`config.mk`:
```
export PLATFORM = sky130hd
export DESIGN_NAME = inst_fetch
export DESIGN_NICKNAME = d
export VERILOG_FILES = /design/src/rtl/inst_fetch_pkg.sv /design/src/rtl/fetch_pc_gen.sv /design/src/rtl/inst_fetch.sv
export SDC_FILE = /design/constraint.sdc
export NUM_CORES = 1
export LEC_CHECK = 0
export BUFFER_PORTS_ARGS = -buffer_cell sky130_fd_sc_hd__buf_2
export CORE_MARGIN = 4
export CORE_UTILIZATION = 44
export DETAILED_ROUTE_END_ITERATION = 10
export GPL_ROUTABILITY_DRIVEN = 0
export PLACE_DENSITY = 0.77
export SYNTH_ARGS = -nofsm -noshare
export SYNTH_HDL_FRONTEND = slang
export SYNTH_SLANG_ARGS = --single-unit
```
`constraint.sdc`:
```
create_clock -name clk -period 1.85 [get_ports clk]
set_input_delay 0.2775 -clock clk [delete_from_list [all_inputs] [get_ports clk]]
set_output_delay 0.2775 -clock clk [all_outputs]
set_load 0.005 [all_outputs]
```
`src/rtl/inst_fetch_pkg.sv`:
```
// inst_fetch_pkg: constants and types shared by the instruction fetch stage.
// Holds the default reset PC, the NOP encoding, the fetch FSM state encoding
// and the PC increment.
package inst_fetch_pkg;

    localparam logic [31:0] RESET_PC_DEFAULT = 32'd4;
    localparam logic [31:0] NOP_INST         = 32'h0000_0013;
    localparam logic [31:0] PC_INC           = 32'd4;

    typedef enum logic [1:0] {
        ST_BOOT  = 2'd0,
        ST_RUN   = 2'd1,
        ST_FAULT = 2'd2
    } fetch_state_e;

    // A fetch target is usable only if it is word aligned.
    function automatic logic is_misaligned(input logic [31:0] addr);
        return addr[1:0] != 2'b00;
    endfunction

endpackage

```
`src/rtl/fetch_pc_gen.sv`:
```
// fetch_pc_gen: next-PC selection for the fetch stage (reset / redirect /
// +4 / hold) and the alignment check on redirect targets.
// INST_FETCH_ALIGN_CHECK_EN: when defined, a misaligned redirect leaves the
// PC untouched (the FSM enters FAULT); otherwise the target is forced to a
// word boundary.
module fetch_pc_gen
    import inst_fetch_pkg::*;
#(
    parameter logic [31:0] RESET_PC = RESET_PC_DEFAULT
) (
    input  logic        rst_i,
    input  logic [31:0] pc_i,
    input  logic        adv_i,
    input  logic        redirect_valid_i,
    input  logic [31:0] redirect_pc_i,
    output logic [31:0] pc_d_o,
    output logic        misaligned_o
);

    assign misaligned_o = redirect_valid_i && is_misaligned(redirect_pc_i);

    // Priority mux: reset, then redirect, then sequential advance, else hold.
    always_comb begin
        pc_d_o = pc_i;
        if (rst_i) begin
            pc_d_o = RESET_PC;
        end else if (redirect_valid_i) begin
`ifdef INST_FETCH_ALIGN_CHECK_EN
            // Keep the last aligned PC so inst_mem never sees a bad address.
            pc_d_o = misaligned_o ? pc_i : redirect_pc_i;
`else
            pc_d_o = {redirect_pc_i[31:2], 2'b00};
`endif
        end else if (adv_i) begin
            pc_d_o = pc_i + PC_INC;
        end
    end

endmodule

```
`src/rtl/inst_fetch.sv`:
```
// inst_fetch: instruction fetch stage. Owns the PC, drives inst_mem and
// holds the IF/ID register presented to decode under valid/ready.
// INST_FETCH_ALIGN_CHECK_EN: when defined, misaligned redirects halt fetch
// in FAULT and report the target on fetch_fault/fault_pc; when undefined,
// those outputs are tied low and misaligned targets are word-aligned.
module inst_fetch
    import inst_fetch_pkg::*;
#(
    parameter logic [31:0] RESET_PC = RESET_PC_DEFAULT
) (
    input  logic        clk,
    input  logic        rst,
    output logic [31:0] imem_addr,
    input  logic [31:0] imem_inst,
    input  logic        redirect_valid,
    input  logic [31:0] redirect_pc,
    input  logic        id_ready,
    output logic        id_valid,
    output logic [31:0] id_inst,
    output logic [31:0] id_pc,
    output logic [31:0] id_pc4,
    output logic        fetch_fault,
    output logic [31:0] fault_pc
);

    fetch_state_e state_q;
    logic [31:0]  pc_q, pc_d;
    logic         id_valid_q;
    logic [31:0]  id_inst_q, id_pc_q, id_pc4_q;
    logic         adv;
    logic         misaligned;

    // id_ready only gates register enables; imem_addr comes straight from pc_q.
    assign adv = (state_q == ST_RUN) && (!id_valid_q || id_ready);

    fetch_pc_gen #(
        .RESET_PC(RESET_PC)
    ) u_pc_gen (
        .rst_i           (rst),
        .pc_i            (pc_q),
        .adv_i           (adv),
        .redirect_valid_i(redirect_valid),
        .redirect_pc_i   (redirect_pc),
        .pc_d_o          (pc_d),
        .misaligned_o    (misaligned)
    );

    // Program counter register; next value already prioritised by fetch_pc_gen.
    always_ff @(posedge clk) begin
        pc_q <= pc_d;
    end

`ifdef INST_FETCH_ALIGN_CHECK_EN
    logic        fault_q;
    logic [31:0] fault_pc_q;
`else
    logic unused_misaligned;
    assign unused_misaligned = misaligned;
`endif

    // Fetch FSM and IF/ID register: redirect squashes, otherwise capture on adv.
    always_ff @(posedge clk) begin
        if (rst) begin
            state_q    <= ST_BOOT;
            id_valid_q <= 1'b0;
            id_inst_q  <= NOP_INST;
            id_pc_q    <= 32'd0;
            id_pc4_q   <= 32'd0;
`ifdef INST_FETCH_ALIGN_CHECK_EN
            fault_q    <= 1'b0;
            fault_pc_q <= 32'd0;
`endif
        end else if (redirect_valid) begin
            id_valid_q <= 1'b0;
`ifdef INST_FETCH_ALIGN_CHECK_EN
            if (misaligned) begin
                state_q    <= ST_FAULT;
                fault_q    <= 1'b1;
                fault_pc_q <= redirect_pc;
            end else begin
                state_q    <= ST_RUN;
                fault_q    <= 1'b0;
                fault_pc_q <= 32'd0;
            end
`else
            state_q    <= ST_RUN;
`endif
        end else begin
            case (state_q)
                ST_BOOT: state_q <= ST_RUN;
                ST_RUN: begin
                    if (adv) begin
                        id_valid_q <= 1'b1;
                        id_inst_q  <= imem_inst;
                        id_pc_q    <= pc_q;
                        id_pc4_q   <= pc_q + PC_INC;
                    end
                end
                default: state_q <= state_q;
            endcase
        end
    end

    assign imem_addr = pc_q;
    assign id_valid  = id_valid_q;
    assign id_inst   = id_inst_q;
    assign id_pc     = id_pc_q;
    assign id_pc4    = id_pc4_q;
`ifdef INST_FETCH_ALIGN_CHECK_EN
    assign fetch_fault = fault_q;
    assign fault_pc    = fault_pc_q;
`else
    assign fetch_fault = 1'b0;
    assign fault_pc    = 32'd0;
`endif

endmodule
```
==> metrics, run 1 <==
Syn Area/Cell 8.10 um2; drt drc 0; Max Buffers Root-to-Sink 2; max-cap viol count 0; cts hold-fix bufs 0; DR WL/cell 14.7 um; Fin. Hold Viols 0; CTS tree done; clk slew on worst S/H paths 60 ps; gr busiest metal met2; # setup viols final 0; CTS sink cnt 124; asr flop ratio synth 0; DR vias/cell ~5.0; gr usage total 0.210; Chip Height approximately 120 um; die width between 100 and 150 um; vias in the first global route between 4k and 5k; setup TNS 0 ps; Netlist cell types 40; most common cell after layout, fill and taps aside buf_2; crit path max fanout 4; synth warn 0; register area share after synthesis 0.435; crit path DAT 2060 ps; I/O pins between 200 and 250; Fin Clk Skew 9.38 ps; Layout Nets 977; met1 Use GR 0.264; worst hold slack ~69 ps; P&R area growth vs syn 33.7%; Post-Synthesis Cells around 700; Req. time, crit path 2170 ps; met3 Usage GRT 0.0562; Clk Latency, worst-skew pair ~420 ps; R2R Setup Slk 110 ps; main flop type after synthesis dfxtp_1; Site Rows 41; Worst setup EP type flip-flop; Slew Limit Fails 0; most frequent cells in the layout buf_2 (187), nand2_1 (160), dfxtp_1 (120), a21oi_1 (68), nor2_1 (54); H-tree depth 4; total global routing overflow 0; fin crit share 0.939; EDFF count, synth 0; share of post-route cells with drive strength above 1 0.343; Leakage approximately 0.0033 uW; unrepaired setup endpoints after global routing true; TritonCTS Buffers 17; post-layout min period between 1500 and 2000 ps; Initial Utilization 0.450; HP Class primary input to flip-flop; maximum vdd drop a little over 0.6 mV; run status finished, final reports clean; number of nets with antenna violations after routing 0; startpoint types flip-flop; kind of critical path flip-flop to flip-flop; initial antenna violation count 1; largest net degree at the start of global routing 63; power per cell area just under 900 mW/mm2; drt pass-1 iters 5; met2 Usage GRT 0.335; initial drt markers between 300 and 400; Max Fclk 576 MHz; first-pass GRT wire length ~24000 um; cell area after synthesis approximately 0.0057 mm2; core area 0.0127 mm2; Seq cells post-synth 124; final core occ 0.601; port bufs 188; HPWL after detailed placement ~11000 um; routed vias 5447; die area 0.0148 mm2; Root Buffer clkbuf_16; final wirelength roughly 16000 um
==> stage by stage <==
step | setup slack (ps) | total power, uW | cell area (um2) | instances
after detailed placement | -22.8 | 3780 | 6960 | 1060
final | 113 | 6720 | 7620 | 1094
after global routing | -52.5 | 7000 | 7620 | 1094
after CTS | 2.75 | 6770 | 7500 | 1092
after floorplan | 26.7 | 3450 | 5840 | 742
after global placement | 20.0 | 3770 | 6960 | 1060
==> area by class of cell <==
class,instances,area [um2]
Antenna cell,1,2.50
Tap cell,172,215
Fill cell,1158,5050
Clock inverter,14,97.6
Timing Repair Buffer,244,1450
Multi-Input combinational cell,516,2910
Clock buffer,18,439
Sequential cell,124,2490
Inverter,5,18.8
==> what timing repair did <==
item,4_1_cts,5_1_grt
endpoints found under the setup margin,2,74
hold endpoints to repair,0,0
gates cloned,0,0
setup buffers,0,1
resized for setup,2,25
==> cells by family after synthesis <==
kind of cell	share of synthesized area
other cells	0.000658
mux	0.00176
xor+xnor	0.0830
fa+ha+maj	0.00219
compound gates	0.134
buf+inv	0.0988
flops	0.435
simple gates	0.244
==> report_power, final <==
group | internal (uW) | leakage, uW | switching [uW]
logic | 374 | 0.00202 | 459
clock network | 1740 | 0.000254 | 1240
registers | 2820 | 0.00102 | 87.8
==> worst max-delay path: stages (launching register included) <==
cell,delay [ps]
dfxtp_1,400
nand4_2,110
or4_4,550
nor3_2,230
xnor2_1,100
a211oi_1,250
==> state kept, by name, indices dropped and copies added (netlist names) <==
register / count
id_pc: 30
id_valid: 1
id_pc4: 30
id_inst: 32
state_q: 1
imem_addr: 30
==> cell usage after synthesis (all sizes together) (5+ instances only) <==
cell type | number | area (um2)
a211oi | 44 | 345
a21oi | 68 | 340
and4 | 7 | 61.3
buf | 58 | 398
clkbuf | 39 | 146
dfxtp | 124 | 2480
nand2 | 163 | 612
nand3 | 15 | 87.6
nand4 | 15 | 106
nor2 | 55 | 206
nor3 | 16 | 95.1
nor4 | 12 | 124
o21ai | 5 | 25.0
xnor2 | 43 | 377
xor2 | 11 | 96.3
==> final timing paths <==
| path | from | endpoint | cells after the start |
|---|---|---|---|
| setup / recovery | imem_addr[14] | id_pc4[25] | 5 |
| hold / removal | imem_inst[1] | id_inst[1] | 3 |
| setup reg to reg | imem_addr[14] | id_pc4[25] | 5 |
| hold reg to reg | id_inst[7] | id_inst[7] | 2 |
==> routing by layer <==
metal,wire length (um),up-vias
li1,-,2707
met1,6970,2519
met2,7570,190
met3,1060,31
met4,492,0
met5,0,-
No activity file was read; power rests on OpenSTA's default activity.
==> inputs of run 2 (changes only) <==
--- a/config.mk
+++ b/config.mk
@@ -11,6 +11,8 @@
 export DETAILED_ROUTE_END_ITERATION = 10
 export GPL_ROUTABILITY_DRIVEN = 0
 export PLACE_DENSITY = 0.77
+export SETUP_SLACK_MARGIN = 0.3
+export SLEW_MARGIN = 20
 export SYNTH_ARGS = -nofsm -noshare
 export SYNTH_HDL_FRONTEND = slang
 export SYNTH_SLANG_ARGS = --single-unit
==> metrics, run 2 (same netlist as run 1, synthesis figures left out) <==
worst hold start imem_inst[4] (was imem_inst[1]); maximum vdd drop 0.453 mV (was 0.614 mV); unrepaired setup endpoints after global routing true (unchanged); startpoint types flip-flop (unchanged); R2R Setup Slk 140 ps (was 110 ps); DR vias/cell 5.13 (was 4.98); vias in the first global route 5251 (was 4911); first-pass GRT wire length 27200 um (was 24500 um); largest net degree at the start of global routing 50 (was 63); core area 0.0127 mm2 (unchanged); port bufs 188 (unchanged); share of post-route cells with drive strength above 1 0.428 (was 0.343); setup TNS 0 ps (unchanged); die width 122 um (unchanged); crit path DAT 2030 ps (was 2060 ps); Min-Delay Endpoint id_inst[4] (was id_inst[1]); total global routing overflow 0 (unchanged); Fin Clk Skew 7.49 ps (was 9.38 ps); Req. time, crit path 2170 ps (about the same); die area 0.0148 mm2 (unchanged); Max Fclk 585 MHz (was 576 MHz); gr usage total 0.233 (was 0.210); P&R area growth vs syn 49.6% (was 33.7%); Slew Limit Fails 0 (unchanged); CTS tree done (unchanged); drt drc 0 (unchanged); Max Buffers Root-to-Sink 2 (unchanged); R2R depth 6 (was 5); cts hold-fix bufs 0 (unchanged); post-layout min period 1710 ps (was 1740 ps); Chip Height 122 um (unchanged); Cells on Worst Hold Path 3 (unchanged); power per cell area 842 mW/mm2 (was 882 mW/mm2); Fin. Hold Viols 0 (unchanged); number of flip-flops under the largest register name 32 (unchanged); CTS sink cnt 124 (unchanged); Layout Nets 1012 (was 977); initial drt markers 417 (was 325); Clk Latency, worst-skew pair 410 ps (was 420 ps); worst hold slack 71.7 ps (was 69.4 ps); HP Class primary input to flip-flop (unchanged); max-cap viol count 0 (unchanged); DP Worst Slack 43.4 ps (was -22.8 ps); Root Buffer clkbuf_16 (unchanged); routed vias 5791 (was 5447); final wirelength 19300 um (was 16100 um); most frequent cells in the layout buf_2 (187), nand2_1 (155), dfxtp_1 (101), a21oi_1 (67), buf_4 (62) (was buf_2 (187), nand2_1 (160), dfxtp_1 (120), a21oi_1 (68), nor2_1 (54)); number of nets with antenna violations after routing 0 (unchanged); # setup viols final 0 (unchanged); TritonCTS Buffers 17 (unchanged); HPWL after detailed placement 11500 um (was 11300 um); RR Startpoint imem_addr[2] (was imem_addr[14]); kind of critical path flip-flop to flip-flop (unchanged); Leakage 0.00384 uW (was 0.00329 uW); DR WL/cell 17.1 um (was 14.7 um); clk slew on worst S/H paths 50 ps (was 60 ps); fin crit share 0.924 (was 0.939); reg2reg end id_pc4[26] (was id_pc4[25]); Site Rows 41 (unchanged); run status finished, final reports clean (unchanged); crit path max fanout 6 (was 4); most common cell after layout, fill and taps aside buf_2 (unchanged); drt pass-1 iters 5 (unchanged); Initial Utilization 0.450 (unchanged); Worst setup EP type flip-flop (unchanged); I/O pins 230 (unchanged); H-tree depth 4 (unchanged); initial antenna violation count 1 (unchanged); Final WS setup 141 ps (was 113 ps)
==> run 2: repair_timing <==
item	4_1_cts	5_1_grt
resized for setup	64	51
cloned	2	5
setup buffers	31	9
setup endpoints to repair	97	102
pin swaps	37	45
==> run 2: through the flow <==
stage,utilization,instance area (um2),instances,power [uW]
floorplan,-,6060,742,3490
global placement,0.551,6990,1049,3770
detailed placement,0.551,6990,1049,3790
CTS,0.639,8100,1113,7110
global route,0.673,8530,1128,7440
finish,0.673,8530,1128,7180
==> run 2: report_power, final <==
group          total [uW]  switching [uW]  internal, uW  leakage [uW]
Combinational         969             523           446       0.00253
Clock                3290            1180          2110      0.000286
Sequential           2930             106          2820       0.00103
==> run 2: layer usage <==
metal | wire length, um | share of wire | track usage
met1 | 7910 | 0.41 | 0.293
met2 | 9520 | 0.49 | 0.387
met3 | 1400 | 0.072 | 0.0469
met4 | 516 | 0.027 | 0.103
met5 | 0 | 0 | 0
==> run 2: final cells by class <==
type / count / area [um2]
clock inverters: 7 / 87.6
diodes: 1 / 2.50
flip-flops and latches: 124 / 2530
well taps: 172 / 215
clock buffers: 24 / 492
multi-input cells: 517 / 3320
fillers: 1014 / 4140
inverters: 5 / 18.8
repair buffers: 278 / 1860
==> run 2: worst max path at each step <==
stage                      start             to
floorplan           imem_addr[6]  imem_addr[14]
finish              imem_addr[2]     id_pc4[26]
global placement    imem_addr[2]     id_pc4[21]
global route        imem_addr[2]     id_pc4[26]
detailed placement  imem_addr[2]     id_pc4[21]
CTS                 imem_addr[2]     id_pc4[26]
==> run 2: worst max-delay path, cell delays in order, from the launching register on <==
cell      delay (ps)
dfxtp_4          370
ha_4             170
nand3_4          130
nor3_4           350
nand4_1          190
xor2_1           190
a211oi_1         210
==> inputs of run 3 (changes only) <==
--- a/config.mk
+++ b/config.mk
@@ -10,7 +10,7 @@
 export CORE_UTILIZATION = 44
 export DETAILED_ROUTE_END_ITERATION = 10
 export GPL_ROUTABILITY_DRIVEN = 0
-export PLACE_DENSITY = 0.77
+export PLACE_DENSITY_LB_ADDON = 0.08
 export SETUP_SLACK_MARGIN = 0.3
 export SLEW_MARGIN = 20
 export SYNTH_ARGS = -nofsm -noshare
==> metrics, run 3 (same netlist as run 1, synthesis figures left out) <==
run status finished, final reports clean (unchanged); share of post-route cells with drive strength above 1 0.435 (was 0.428); Worst setup EP type flip-flop (unchanged); initial drt markers 427 (was 417); Chip Height 122 um (unchanged); # setup viols final 0 (unchanged); routed vias 5892 (was 5791); power per cell area 812 mW/mm2 (was 842 mW/mm2); P_sw 1800 uW (was 1810 uW); Cells on Worst Hold Path 3 (unchanged); crit path cell chain and4_4, nand3_4, buf_4, nor4_4, xnor2_1, a211oi_1 (was ha_4, nand3_4, nor3_4, nand4_1, xor2_1, a211oi_1); cts hold-fix bufs 0 (unchanged); port bufs 188 (unchanged); drt drc 0 (unchanged); CTS sink cnt 124 (unchanged); sw frac 0.253 (was 0.252); CP max stage delay 380 ps (was 370 ps); Inst Count DP 1052 (was 1049); number of flip-flops under the largest register name 32 (unchanged); power share of the sequential group 0.412 (was 0.408); clk slew on worst S/H paths 50 ps (about the same); clock network fraction of total power 0.449 (was 0.458); Slew Limit Fails 0 (unchanged); vias in the first global route 5461 (was 5251); Req. time, crit path 2170 ps (about the same); Leakage 0.00398 uW (was 0.00384 uW); Layout Nets 1023 (was 1012); HPWL after detailed placement 11800 um (was 11500 um); R2R depth 6 (unchanged); fin crit share 0.907 (was 0.924); most common cell after layout, fill and taps aside buf_2 (unchanged); Fin Clk Skew 7.05 ps (was 7.49 ps); initial antenna violation count 0 (was 1); Initial Utilization 0.450 (unchanged); H-tree depth 4 (unchanged); kind of critical path flip-flop to flip-flop (unchanged); drt pass-1 iters 5 (unchanged); fin cells 1139 (was 1128); HP Class primary input to flip-flop (unchanged); CTS tree done (unchanged); Max Buffers Root-to-Sink 2 (unchanged); startpoint types flip-flop (unchanged); maximum vdd drop 0.455 mV (was 0.453 mV); Max Fclk 596 MHz (was 585 MHz); most frequent cells in the layout buf_2 (187), nand2_1 (153), dfxtp_1 (100), a21oi_1 (67), buf_4 (64) (was buf_2 (187), nand2_1 (155), dfxtp_1 (101), a21oi_1 (67), buf_4 (62)); max-cap viol count 0 (unchanged); unrepaired setup endpoints after global routing true (unchanged); gr usage total 0.240 (was 0.233); worst hold slack 62.4 ps (was 71.7 ps); post-layout min period 1680 ps (was 1710 ps); Root Buffer clkbuf_16 (unchanged); P&R area growth vs syn 53.6% (was 49.6%); core area 0.0127 mm2 (unchanged); crit path max fanout 4 (was 6); largest net degree at the start of global routing 53 (was 50); Comb power frac 0.139 (was 0.135); first-pass GRT wire length 27900 um (was 27200 um); DP Worst Slack 34.0 ps (was 43.4 ps); I/O pins 230 (unchanged); slowest CP cell dfxtp_4 (unchanged); internal power 5310 uW (was 5370 uW); total global routing overflow 0 (unchanged); number of nets with antenna violations after routing 0 (unchanged); die width 122 um (unchanged); Site Rows 41 (unchanged); setup TNS 0 ps (unchanged); die area 0.0148 mm2 (unchanged); Fin. Hold Viols 0 (unchanged); DR vias/cell 5.17 (was 5.13); final core occ 0.691 (was 0.673); final wirelength 20000 um (was 19300 um); Final WS setup 172 ps (was 141 ps); Clk Latency, worst-skew pair 420 ps (was 410 ps); fillcell total 1018 (was 1014); TritonCTS Buffers 17 (unchanged); DR WL/cell 17.6 um (was 17.1 um); crit path DAT 2000 ps (was 2030 ps)
run 3: path summary, 6_finish.rpt:
path                       from       endpoint  slack, ps
hold reg to reg       id_pc[15]      id_pc[15]        450
setup / recovery  imem_addr[14]  imem_addr[30]        170
setup reg to reg  imem_addr[14]  imem_addr[30]        170
hold / removal     imem_inst[1]     id_inst[1]         60
run 3: final cells by class:
cell class                      count  area, um2  area share
Timing Repair Buffer              290       2080       0.238
Clock inverter                      8       92.6      0.0106
Antenna cell                        1       2.50    0.000286
Multi-Input combinational cell    516       3330       0.381
Clock buffer                       23        468      0.0535
Tap cell                          172        215      0.0246
Sequential cell                   124       2540       0.290
Inverter                            5       18.8     0.00214
run 3: worst max-delay path: cells and delay by family (launching register included):
family	cells	cell delay [ps]
buffers and inverters	1	170
and+or+nand+nor	3	660
xor gates and xnor gates	1	110
DFF	1	380
AOI/OAI and AO/OA	1	250
run 3: repair_timing:
action | CTS | global route
gates resized for setup | 49 | 76
endpoints found under the hold margin | 0 | 0
gates cloned | 2 | 7
endpoints found under the setup margin | 115 | 107
setup buffers | 22 | 24
pin swaps | 25 | 62
run 3: routing by layer:
metal | up-vias | wire length [um] | global-route usage
met2 | 245 | 9970 | 0.396
met1 | 2807 | 8140 | 0.303
met4 | 0 | 438 | 0.0784
li1 | 2803 | - | -
met3 | 37 | 1470 | 0.0701
met5 | - | 0 | 0
run 3: power groups by stage:
stage | combinational (uW) | sequential [uW] | clock [uW]
finish | 988 | 2920 | 3190
global placement | 798 | 2980 | 0
floorplan | 495 | 2990 | 0
CTS | 874 | 2920 | 3230
detailed placement | 812 | 2980 | 0
global route | 1070 | 2940 | 3360
run 3: per-stage QoR:
| step | total power, uW | area [um2] |
|---|---|---|
| after CTS | 7030 | 8010 |
| after floorplan | 3490 | 6060 |
| after global routing | 7380 | 8750 |
| after global placement | 3770 | 7020 |
| after detailed placement | 3790 | 7020 |
| final | 7100 | 8750 |
